File: config.mk
export PLATFORM = sky130hd
export DESIGN_NAME = shared_reg_write_arbiter
export DESIGN_NICKNAME = d
export VERILOG_FILES = /design/src/rtl/shared_reg_write_arbiter_pkg.sv /design/src/rtl/shared_reg_write_arbiter_rr_priority_pick.sv /design/src/rtl/shared_reg_write_arbiter.sv
export SDC_FILE = /design/constraint.sdc
export NUM_CORES = 1
export LEC_CHECK = 0
export CORE_ASPECT_RATIO = 0.7
export CORE_MARGIN = 8
export CORE_UTILIZATION = 42
export DETAILED_ROUTE_END_ITERATION = 10
export GPL_TIMING_DRIVEN = 0
export PLACE_DENSITY = 0.95
export SLEW_MARGIN = 30
export SYNTH_ARGS = -nofsm -noshare
export SYNTH_HDL_FRONTEND = slang
export SYNTH_SLANG_ARGS = --single-unit
File: constraint.sdc
create_clock -name clk -period 2.9 [get_ports clk]
set_clock_uncertainty 0.1 [all_clocks]
set_input_delay 0.58 -clock clk [delete_from_list [all_inputs] [get_ports clk]]
set_output_delay 0.58 -clock clk [all_outputs]
set_load 0.01 [all_outputs]
File: src/rtl/shared_reg_write_arbiter_pkg.sv
// rtl/shared_reg_write_arbiter_pkg.sv - shared state encodings and clog2 helper
package shared_reg_write_arbiter_pkg;

    localparam logic [1:0] ST_IDLE  = 2'd0;
    localparam logic [1:0] ST_WRITE = 2'd1;
    localparam logic [1:0] ST_ACK   = 2'd2;

    function automatic int clog2(input int value);
        int result;
        result = 0;
        for (int i = 0; i < 31; i++) begin
            if ((1 << i) < value) begin
                result = i + 1;
            end
        end
        return result;
    endfunction

endpackage

File: src/rtl/shared_reg_write_arbiter_rr_priority_pick.sv
// rtl/shared_reg_write_arbiter_rr_priority_pick.sv - round-robin first-set-bit picker
module rr_priority_pick
    import shared_reg_write_arbiter_pkg::*;
#(
    parameter int NREQ = 4
) (
    input  logic [NREQ-1:0]          req,
    input  logic [clog2(NREQ)-1:0]   ptr,
    output logic                     found,
    output logic [clog2(NREQ)-1:0]   idx
);

    localparam int PW = clog2(NREQ);

    logic [2*NREQ-1:0] req_twice;
    logic [NREQ-1:0]   rotated;
    logic [PW:0]       ptr_ext;
    logic [PW-1:0]     offset;
    logic [PW:0]       sum;

    // Doubling the vector turns the rotation into a plain part-select.
    assign req_twice = {req, req};
    assign ptr_ext   = {1'b0, ptr};
    assign rotated   = req_twice[ptr_ext +: NREQ];

    always_comb begin
        found  = |req;
        offset = '0;
        for (int j = NREQ - 1; j >= 0; j--) begin
            if (rotated[j]) begin
                offset = PW'(j);
            end
        end
        sum = ptr_ext + {1'b0, offset};
        if (sum >= (PW + 1)'(NREQ)) begin
            sum = sum - (PW + 1)'(NREQ);
        end
        idx = sum[PW-1:0];
    end

endmodule

File: src/rtl/shared_reg_write_arbiter.sv
// rtl/shared_reg_write_arbiter.sv - round-robin req/ack arbiter for one shared register
module shared_reg_write_arbiter
    import shared_reg_write_arbiter_pkg::*;
#(
    parameter int NREQ  = 4,
    parameter int WIDTH = 8
) (
    input  logic                     clk,
    input  logic                     reset,
    input  logic [NREQ-1:0]          req,
    input  logic [NREQ*WIDTH-1:0]    wdata,
    input  logic                     set_req,
    output logic [NREQ-1:0]          ack,
    output logic [clog2(NREQ)-1:0]   grant_id,
    output logic                     busy,
    output logic [WIDTH-1:0]         q
);

    localparam int PW = clog2(NREQ);

    logic [1:0]       state;
    logic [PW-1:0]    rr_ptr;
    logic             pick_found;
    logic [PW-1:0]    pick_idx;
    logic [WIDTH-1:0] wdata_arr [NREQ];

    for (genvar i = 0; i < NREQ; i++) begin : g_wdata
        assign wdata_arr[i] = wdata[i*WIDTH +: WIDTH];
    end

    rr_priority_pick #(
        .NREQ (NREQ)
    ) u_pick (
        .req   (req),
        .ptr   (rr_ptr),
        .found (pick_found),
        .idx   (pick_idx)
    );

    always_ff @(posedge clk) begin
        if (reset) begin
            q        <= '1;
            ack      <= '0;
            busy     <= 1'b0;
            grant_id <= '0;
            rr_ptr   <= '0;
            state    <= ST_IDLE;
        end else begin
            ack <= '0;
            case (state)
                ST_IDLE: begin
                    if (pick_found) begin
                        grant_id <= pick_idx;
                        busy     <= 1'b1;
                        state    <= ST_WRITE;
                    end
                end
                ST_WRITE: begin
                    q     <= wdata_arr[grant_id];
                    ack   <= {{(NREQ-1){1'b0}}, 1'b1} << grant_id;
                    state <= ST_ACK;
                end
                ST_ACK: begin
                    rr_ptr <= (grant_id == PW'(NREQ - 1)) ? '0 : grant_id + 1'b1;
                    busy   <= 1'b0;
                    state  <= ST_IDLE;
                end
                default: begin
                    busy  <= 1'b0;
                    state <= ST_IDLE;
                end
            endcase
            // Dominant set wins over a write landing in the same cycle.
            if (set_req) begin
                q <= '1;
            end
        end
    end

endmodule
==> results of run 1 <==
flip-flops by register name (all words and copies together), names as in the netlist:
register and cells:
ack 4, rr_ptr 2, grant_id 2, q 8, state 2, busy 1
placed cells by master (no fill, tap or decap), types with 2 or more instances in the layout:
| cell | count |
|---|---|
| a211oi_2 | 2 |
| a21oi_1 | 2 |
| buf_2 | 2 |
| buf_6 | 3 |
| clkbuf_4 | 3 |
| clkbuf_8 | 3 |
| clkdlybuf4s50_1 | 50 |
| dfxtp_1 | 19 |
| ha_1 | 2 |
| inv_1 | 3 |
| mux2i_1 | 3 |
| mux4_2 | 8 |
| nand2_1 | 18 |
| nand2b_1 | 2 |
| nand3_1 | 9 |
| nor2_1 | 17 |
| nor2b_1 | 2 |
| nor3_1 | 2 |
| nor4_1 | 2 |
| o32ai_1 | 2 |
| xnor2_1 | 2 |
per-layer routing:
metal	wire length [um]	vias up	GRT usage, %
met2	1520	63	25.4
met1	1330	486	16.9
met5	0	-	0
met3	343	4	6.17
li1	-	500	-
met4	19	0	1.67
worst max-delay path, delay by kind of cell:
family,cells,cell delay (ns)
adder cells (fa/ha/maj),1,0.22
buffers and inverters,2,0.70
AO/OA/AOI/OAI,3,0.76
XOR/XNOR,2,0.33
kinds of logic after synthesis:
family,share of synthesized area (%)
AND/OR/NAND/NOR,22.6
buffers and inverters,9.47
adder cells (fa/ha/maj),2.37
flip-flops,36.0
XOR/XNOR,1.66
AO/OA/AOI/OAI,8.05
multiplexers,19.9
final cells by class:
| class | instances | area share, % |
|---|---|---|
| Buffer | 9 | 5.46 |
| Clock buffer | 3 | 1.38 |
| Clock inverter | 1 | 0.307 |
| Inverter | 3 | 0.692 |
| Multi-Input combinational cell | 79 | 35.4 |
| Sequential cell | 19 | 23.4 |
| Tap cell | 34 | 2.61 |
| Timing Repair Buffer | 50 | 30.7 |
stage by stage:
stage	power, mW	cells
6_report	0.662	198
3_3_place_gp	0.523	194
4_1_cts	0.669	198
3_5_place_dp	0.534	194
2_1_floorplan	0.431	110
5_1_grt	0.701	198
Yosys cell counts (all sizes together), types with 2 or more instances:
library cell	number
inv	3
nor3	2
nor4	2
buf	5
nand3	9
nand2b	2
clkbuf	4
nor2b	2
ha	2
dfxtp	19
nor2	17
nand2	18
a21oi	2
a211oi	2
mux4	8
mux2i	3
xnor2	2
o32ai	2
power breakdown:
part	switching, mW	internal, mW	total, mW	leakage, nW
clock	0.0820	0.0513	0.133	0.0177
sequential	0.0142	0.278	0.292	0.156
combinational	0.0962	0.140	0.236	0.467
worst paths after layout:
check                           slack [ns]           to
worst max register to register        0.82  grant_id[1]
worst min-delay path                  0.37         q[2]
worst min register to register        0.37         q[2]
worst max-delay path                  0.43  grant_id[1]
==> results.md, run 1 <==
- Outcome: completed
- Num rows: 15
- Hold-fix buffers, CTS: 0
- Power Dens Cells: 407 nW/um^2
- CP max-delay cell: clkdlybuf4s50_1
- Async S/R FF share, synth: 0%
- Launch point of the worst reg-to-reg path: rr_ptr[0]
- Clock Latency Late Sink: 0.29 ns
- Placer Congestion: 0.754
- Critical Path AT: 2.59 ns
- Layout net count: 206
- First DRT Iteration DRCs: 84
- CP Max Fanout: 6
- Largest net degree at the start of global routing: 12
- Multi-input gate area: 577 sq um
- Final Cell Area: 1630 sq um
- Post-CTS Setup Bufs: 0
- Fin crit period: 2.47 ns
- Vias in the first global route: 1086
- # clock sinks: 19
- Max cap viols: 0
- Global route overflow: 0
- TNS Setup: 0 ns
- Post-DRT Antenna Nets: 0
- Startpoint types: input pin
- Worst rel slew slack: 69.2%
- Worst slack, placed: 0.293 ns
- Synth area leader: dfxtp_1
- Syn Nets: 151
- Top-area cell type share of the netlist area: 36.0%
- P&R area growth vs syn: 54.0%
- Placed cell area: 1600 sq um
- Most used flip-flop cell after synthesis: dfxtp_1
- Starting Density: 43.7%
- CTS root buffer: clkbuf_4
- Hold_sp: q[2]
- Initial antenna violation count: 0
- Worst EP required: 3.02 ns
- WHS Path Cells: 2
- Hpwl dp: 2620 um
- R2r worst-path depth: 8
- Share of layout cells above drive strength 1: 13.4%
- Final count of hold timing violations: 0
- Post-synth EDFFs: 0
- Clk buf depth: 2
- # setup viols final: 0
- Critical path cell sequence: clkdlybuf4s50_1, inv_1, a311oi_1, o21ai_0, ha_1, xnor2_1, xnor2_1, a211oi_2
- Final period util: 85.1%
- Peak Freq: 405 MHz
- Worst hold path class: reg2reg
- Yosys cell types: 26
- Synth top area cells: dfxtp_1 36%, mux4_2 17%, nand2_1 6.4%, nor2_1 6.0%, nand3_1 4.3%
- DR DRC count: 0
- DR WL/cell: 16.2 um
- Least-Margin Pin Slew: 0.460 ns
- Final slew viol count: 0
- Die width: 76.0 um
- PnR worst setup slack: 0.432 ns
- VDD IR max: 239 uV
- Register area: 380 sq um
- Max incr delay on CP: 0.59 ns
- Chip height: 58.0 um
- First-pass GRT wire length: 5310 um
- Io pins: 54
- Vias: 1053
- Core ar.: 2420 sq um
- Die ar.: 4400 sq um
- WL final: 3210 um
- Final hold slack: 0.372 ns
- CTS resizes: 0
- Crit path capture type: flip-flop
- Synth Cell Area: 1060 sq um
- Leakage: 0.640 nW
- Crit path launch: req[1]
- Ys Warns: 0
- Via density: 5.32
- RSZ-0062 raised after global routing: no
- Cells after Synth: 110
- Port bufs: 50
- Sequential-to-total area share from yosys stat: 36.0%
- Pre-Repair DR Iteration Count: 4
- Final Util: 67.2%
- Fillers: 186
- H-tree depth: 1
- Overall Global Routing Usage: 14.6%
- Cts bufs inserted: 3
- Class of the most critical setup path: in2reg
- CP most frequent cell: xnor2_1
- CTS tree: yes
- N_diodes: 0
- Yosys reg bits: 19
- Syn Area/Cell: 9.61 sq um
- Clock transition at path regs: 0.11 ns
No activity file was read; power rests on OpenSTA's default activity.
==> inputs of run 2 (changes only) <==
Settings changed: SKIP_LAST_GASP set to 1.
Clock period 2.9 ns to 3.2 ns, I/O delays scaled along.
==> results of run 2 <==
The final DEF is identical to that of run 1. Status: completed.
Among the figures that moved: setup slack after placement 0.293 ns -> 0.533 ns; setup slack after layout 0.432 ns -> 0.672 ns; register-to-register setup slack 0.82 ns -> 1.12 ns; total power 0.662 mW -> 0.600 mW; worst IR drop on VDD 239 uV -> 216 uV
==> RTL edit 1 (config.mk and constraints of run 2) <==
The parameter `WIDTH` goes from 8 to 7.
--- a/src/rtl/shared_reg_write_arbiter.sv
+++ b/src/rtl/shared_reg_write_arbiter.sv
@@ -3,7 +3,7 @@
     import shared_reg_write_arbiter_pkg::*;
 #(
     parameter int NREQ  = 4,
-    parameter int WIDTH = 8
+    parameter int WIDTH = 7
 ) (
     input  logic                     clk,
     input  logic                     reset,
Interface: changed (resized q and wdata); port bits go from 54 to 49. The function was not compared with the original's and may differ.
==> RTL edit 1 against run 2 <==
  * Sequential cell count shrank 1
  * Critical endpoint unchanged
  * Wire length shrank 1.8%
  * Clock power shrank 13%
  * Final area shrank 8.5%
  * Setup slack gained 280 ps
  * Global-route usage grew 0.88 points
  * Area after synthesis shrank 7.7%
  * Fmax grew 12%
  * Power shrank 7.6%
  * Sequential share of layout area grew 0.84 points
==> RTL edit 1: results (changes against run 2) <==
Run status
  • Status: completed (unchanged)

Yosys
  • Synth Area in XOR/XNOR: 1.79% (was 1.66%)
  • Synth area leaders: dfxtp_1 (37%), mux4_2 (16%), nor2_1 (6.5%) (was dfxtp_1 (36%), mux4_2 (17%), nand2_1 (6.4%))
  • Post-synthesis instance total: 102 (was 110)
  • Mux cell area share after synthesis: 19.2% (was 19.9%)
  • Post-Synth Adder-Cell Area: 2.56% (was 2.37%)
  • Seq/Total Area, Yosys: 36.9% (was 36.0%)
  • Post-Syn Nets: 139 (was 151)
  • Compound-Gate Fraction of Synth Area: 8.72% (was 8.05%)

Finish
  • Share of layout cells above drive strength 1: 12.0% (was 13.4%)
  • Fillers: 154 (was 186)
  • Layout Cells excl Fill: 182 (was 198)
  • Nets: 189 (was 206)
  • Largest regs: q: 7 flops, ack: 4 flops (was q: 8 flops, ack: 4 flops)

Placed design
  • Placed inst area: 1470 µm² (was 1600 µm²)
  • Port buffer count: 45 (was 50)
  • GPL Wtd Cong: 0.780 (was 0.754)
  • Dpl ws: 646 ps (was 533 ps)
  • Placed Cells: 179 (was 194)
  • Estimated wirelength of the detail-placed design: 2.56 mm (was 2.62 mm)

Setup path
  • Critical path fanouts, max: 5 (was 6)
  • CP max-delay cell: clkdlybuf4s50_1 (unchanged)
  • Reg2reg end: grant_id[1]$_SDFFE_PP0P_ (unchanged)
  • Worst Setup SP: req[3] (was req[1])
  • Reg-to-reg setup timing slack: 1420 ps (was 1120 ps)
  • Arrival @ worst endpoint: 2360 ps (was 2650 ps)
  • Crit-path max cell delay: 550 ps (was 590 ps)

Routing
  • WL per Instance: 17.3 µm (was 16.2 µm)
  • DR vias: 1002 (was 1053)
  • Met1 WL: 1.15 mm (was 1.33 mm)
  • Drt pass-1 iters: 5 (was 4)
  • Met2 wire length: 1.50 mm (was 1.52 mm)
  • Initial DRC Count: 53 (was 84)

Timing
  • Final worst path period share: 70.4% (was 79.0%)
  • Measured slew at the worst slew-check pin: 586 ps (was 460 ps)

Global routing
  • Largest net degree at the start of global routing: 11 (was 12)
  • First-pass GRT wire length: 5.02 mm (was 5.31 mm)
  • M3 GR Usage: 8.14% (was 6.17%)
  • Global Route Usage Sum: 15.5% (was 14.6%)
  • Met2 Use GR: 26.4% (was 25.4%)
  • Grt met1 use: 15.9% (was 16.9%)

Pwr
  • Leak: 0.581 nW (was 0.640 nW)
  • Peak supply drop: 0.231 mV (was 0.216 mV)

Clock network
  • Clock transition at path regs: 90 ps (was 110 ps)
## RTL edit 1: changes by cell type after synthesis
| cell | delta |
|---|---|
| buf_2 | -2 |
| mux4_2 | -1 |
| buf_6 | -2 |
| dfxtp_1 | -1 |
| nand3_1 | -1 |
| clkbuf_1 | -1 |
| buf_4 | +3 |
| or2b_1 | +1 |
| clkbuf_8 | -1 |
| nand2_1 | -2 |
| nand2b_1 | -1 |
## RTL edit 1: worst min path at each step
| stage | start | end | slack, ps | depth (start not counted) |
|---|---|---|---|---|
| floorplan | q[0]$_SDFFE_PP1N_ | q[0]$_SDFFE_PP1N_ | 390 | 2 |
| global placement | q[6]$_SDFFE_PP1N_ | q[6]$_SDFFE_PP1N_ | 350 | 2 |
| detailed placement | q[1]$_SDFFE_PP1N_ | q[1]$_SDFFE_PP1N_ | 360 | 2 |
| CTS | q[0]$_SDFFE_PP1N_ | q[0]$_SDFFE_PP1N_ | 380 | 2 |
| global route | q[1]$_SDFFE_PP1N_ | q[1]$_SDFFE_PP1N_ | 410 | 2 |
| finish | q[1]$_SDFFE_PP1N_ | q[1]$_SDFFE_PP1N_ | 380 | 2 |
## RTL edit 1: final cells by class
class / count / area, µm² / area share (%)
Sequential cell: 18 / 360 / 24.2
Inverter: 3 / 11.3 / 0.756
Buffer: 6 / 61.3 / 4.12
Tap cell: 32 / 40.0 / 2.69
Multi-Input combinational cell: 75 / 543 / 36.5
Clock buffer: 3 / 22.5 / 1.51
Timing Repair Buffer: 45 / 450 / 30.3
## RTL edit 1: worst min-delay path: stages, from the launching register on
cell and delay [ps]:
dfxtp_1 320, nand2_1 50, nand3_1 70
## RTL edit 1: report_power, final
part           internal, mW  leakage, nW  switching [mW]
sequential            0.239        0.147          0.0159
clock                0.0437       0.0138          0.0615
combinational         0.113        0.420          0.0809
total                 0.396        0.581           0.158
==> RTL edit 2 (flow settings as in run 2) <==
Without the edit above. Reset style: asynchronous (`reset`), changed in one clocked block.
--- a/src/rtl/shared_reg_write_arbiter.sv
+++ b/src/rtl/shared_reg_write_arbiter.sv
@@ -37,7 +37,7 @@
         .idx   (pick_idx)
     );
 
-    always_ff @(posedge clk) begin
+    always_ff @(posedge clk or posedge reset) begin
         if (reset) begin
             q        <= '1;
             ack      <= '0;
Formal check against the unedited RTL: differs if reset is asserted again (counterexample within 4 cycles, from zero or initial values and one cycle with reset high); with reset held inactive, the same outputs for 10 cycles.
==> RTL edit 2 against run 2 <==
  * Area after synthesis rose by 6.2%
  * Sequential cell count did not move
  * Wire length rose by 2.1%
  * Final area rose by 6.3%
  * Core utilization rose by 2.1 points
  * Register-to-register slack improved by 140 ps
  * Hold slack improved by 51 ps
  * Setup slack improved by 51 ps
  * Critical path depth rose by 2
  * Critical endpoint is now grant_id[1]$_DFFE_PP0P_
Power is not compared: it rests on default switching activity, and its combinational part moved more than twofold at a synthesized area within 25%.
==> RTL edit 2: results (changes against run 2) <==
Finish
  • Layout Cells excl Fill: 187 (was 198)
  • Share of layout cells above drive strength 1: 15.0% (was 13.4%)
  • Area growth, synth to finish: 54.2% (was 54.0%)
  • Non-clk buf share: 31.7% (was 36.2%)
  • Inverters: 5 (was 3)
  • Clock-cell share of area: 2.60% (was 1.69%)
  • Multi-input combinational area share: 34.1% (was 35.4%)
  • Register area: 485 µm² (was 380 µm²)
  • Final-layout clock buffer total: 4 (was 3)

Yosys
  • Syn avg cell area: 11.6 µm² (was 9.61 µm²)
  • Post-Synth Adder-Cell Area: 5.57% (was 2.37%)
  • Synth Area in XOR/XNOR: 1.56% (was 1.66%)
  • Synth Flop Type: dfrtp_1 (was dfxtp_1)
  • Post-Syn Nets: 141 (was 151)
  • Asr flop ratio synth: 100% (was 0%)

Clock network
  • Clk root buf: clkbuf_8 (was clkbuf_4)

Run status
  • Status: completed (unchanged)

Placed design
  • Placed inst area: 1690 µm² (was 1600 µm²)
  • GPL Wtd Cong: 0.743 (was 0.754)
  • Port buffer count: 52 (was 50)

Routing
  • Met2 wire length: 1.72 mm (was 1.52 mm)
  • Met1 WL: 1.34 mm (was 1.33 mm)
  • WL per Instance: 17.5 µm (was 16.2 µm)

Global routing
  • Global Route Usage Sum: 14.3% (was 14.6%)
  • Grt met1 use: 16.3% (was 16.9%)
  • Vias in the first global route: 1088 (was 1086)

Timing
  • Measured slew at the worst slew-check pin: 705 ps (was 460 ps)

Setup path
  • Crit-path max cell delay: 510 ps (was 590 ps)
RTL edit 2: changes by cell type after synthesis, sizes merged, moves of 3 or more:
cell	delta
dfxtp	-19
nand2	-13
dfrtp	+11
nor2	-10
nor2b	+10
a211o	+9
nand3	-9
dfstp	+8
and2	+4
clkbuf	-3
ha	+3
mux2i	-3
RTL edit 2: worst paths after layout:
kind | startpoint | to | slack (ps) | depth (start not counted)
setup / recovery | req[3] | grant_id[1]$_DFFE_PP0P_ | 720 | 10
hold / removal | state[1]$_DFFE_PP0P_ | busy$_DFFE_PP0P_ | 420 | 1
setup reg to reg | rr_ptr[1]$_DFFE_PP0N_ | grant_id[1]$_DFFE_PP0P_ | 1260 | 9
hold reg to reg | state[1]$_DFFE_PP0P_ | busy$_DFFE_PP0P_ | 420 | 1
max in group asynchronous | reset | ack[0]$_DFF_PP0_ | 1860 | 2
min in group asynchronous | reset | state[0]$_DFFE_PP0P_ | 700 | 2
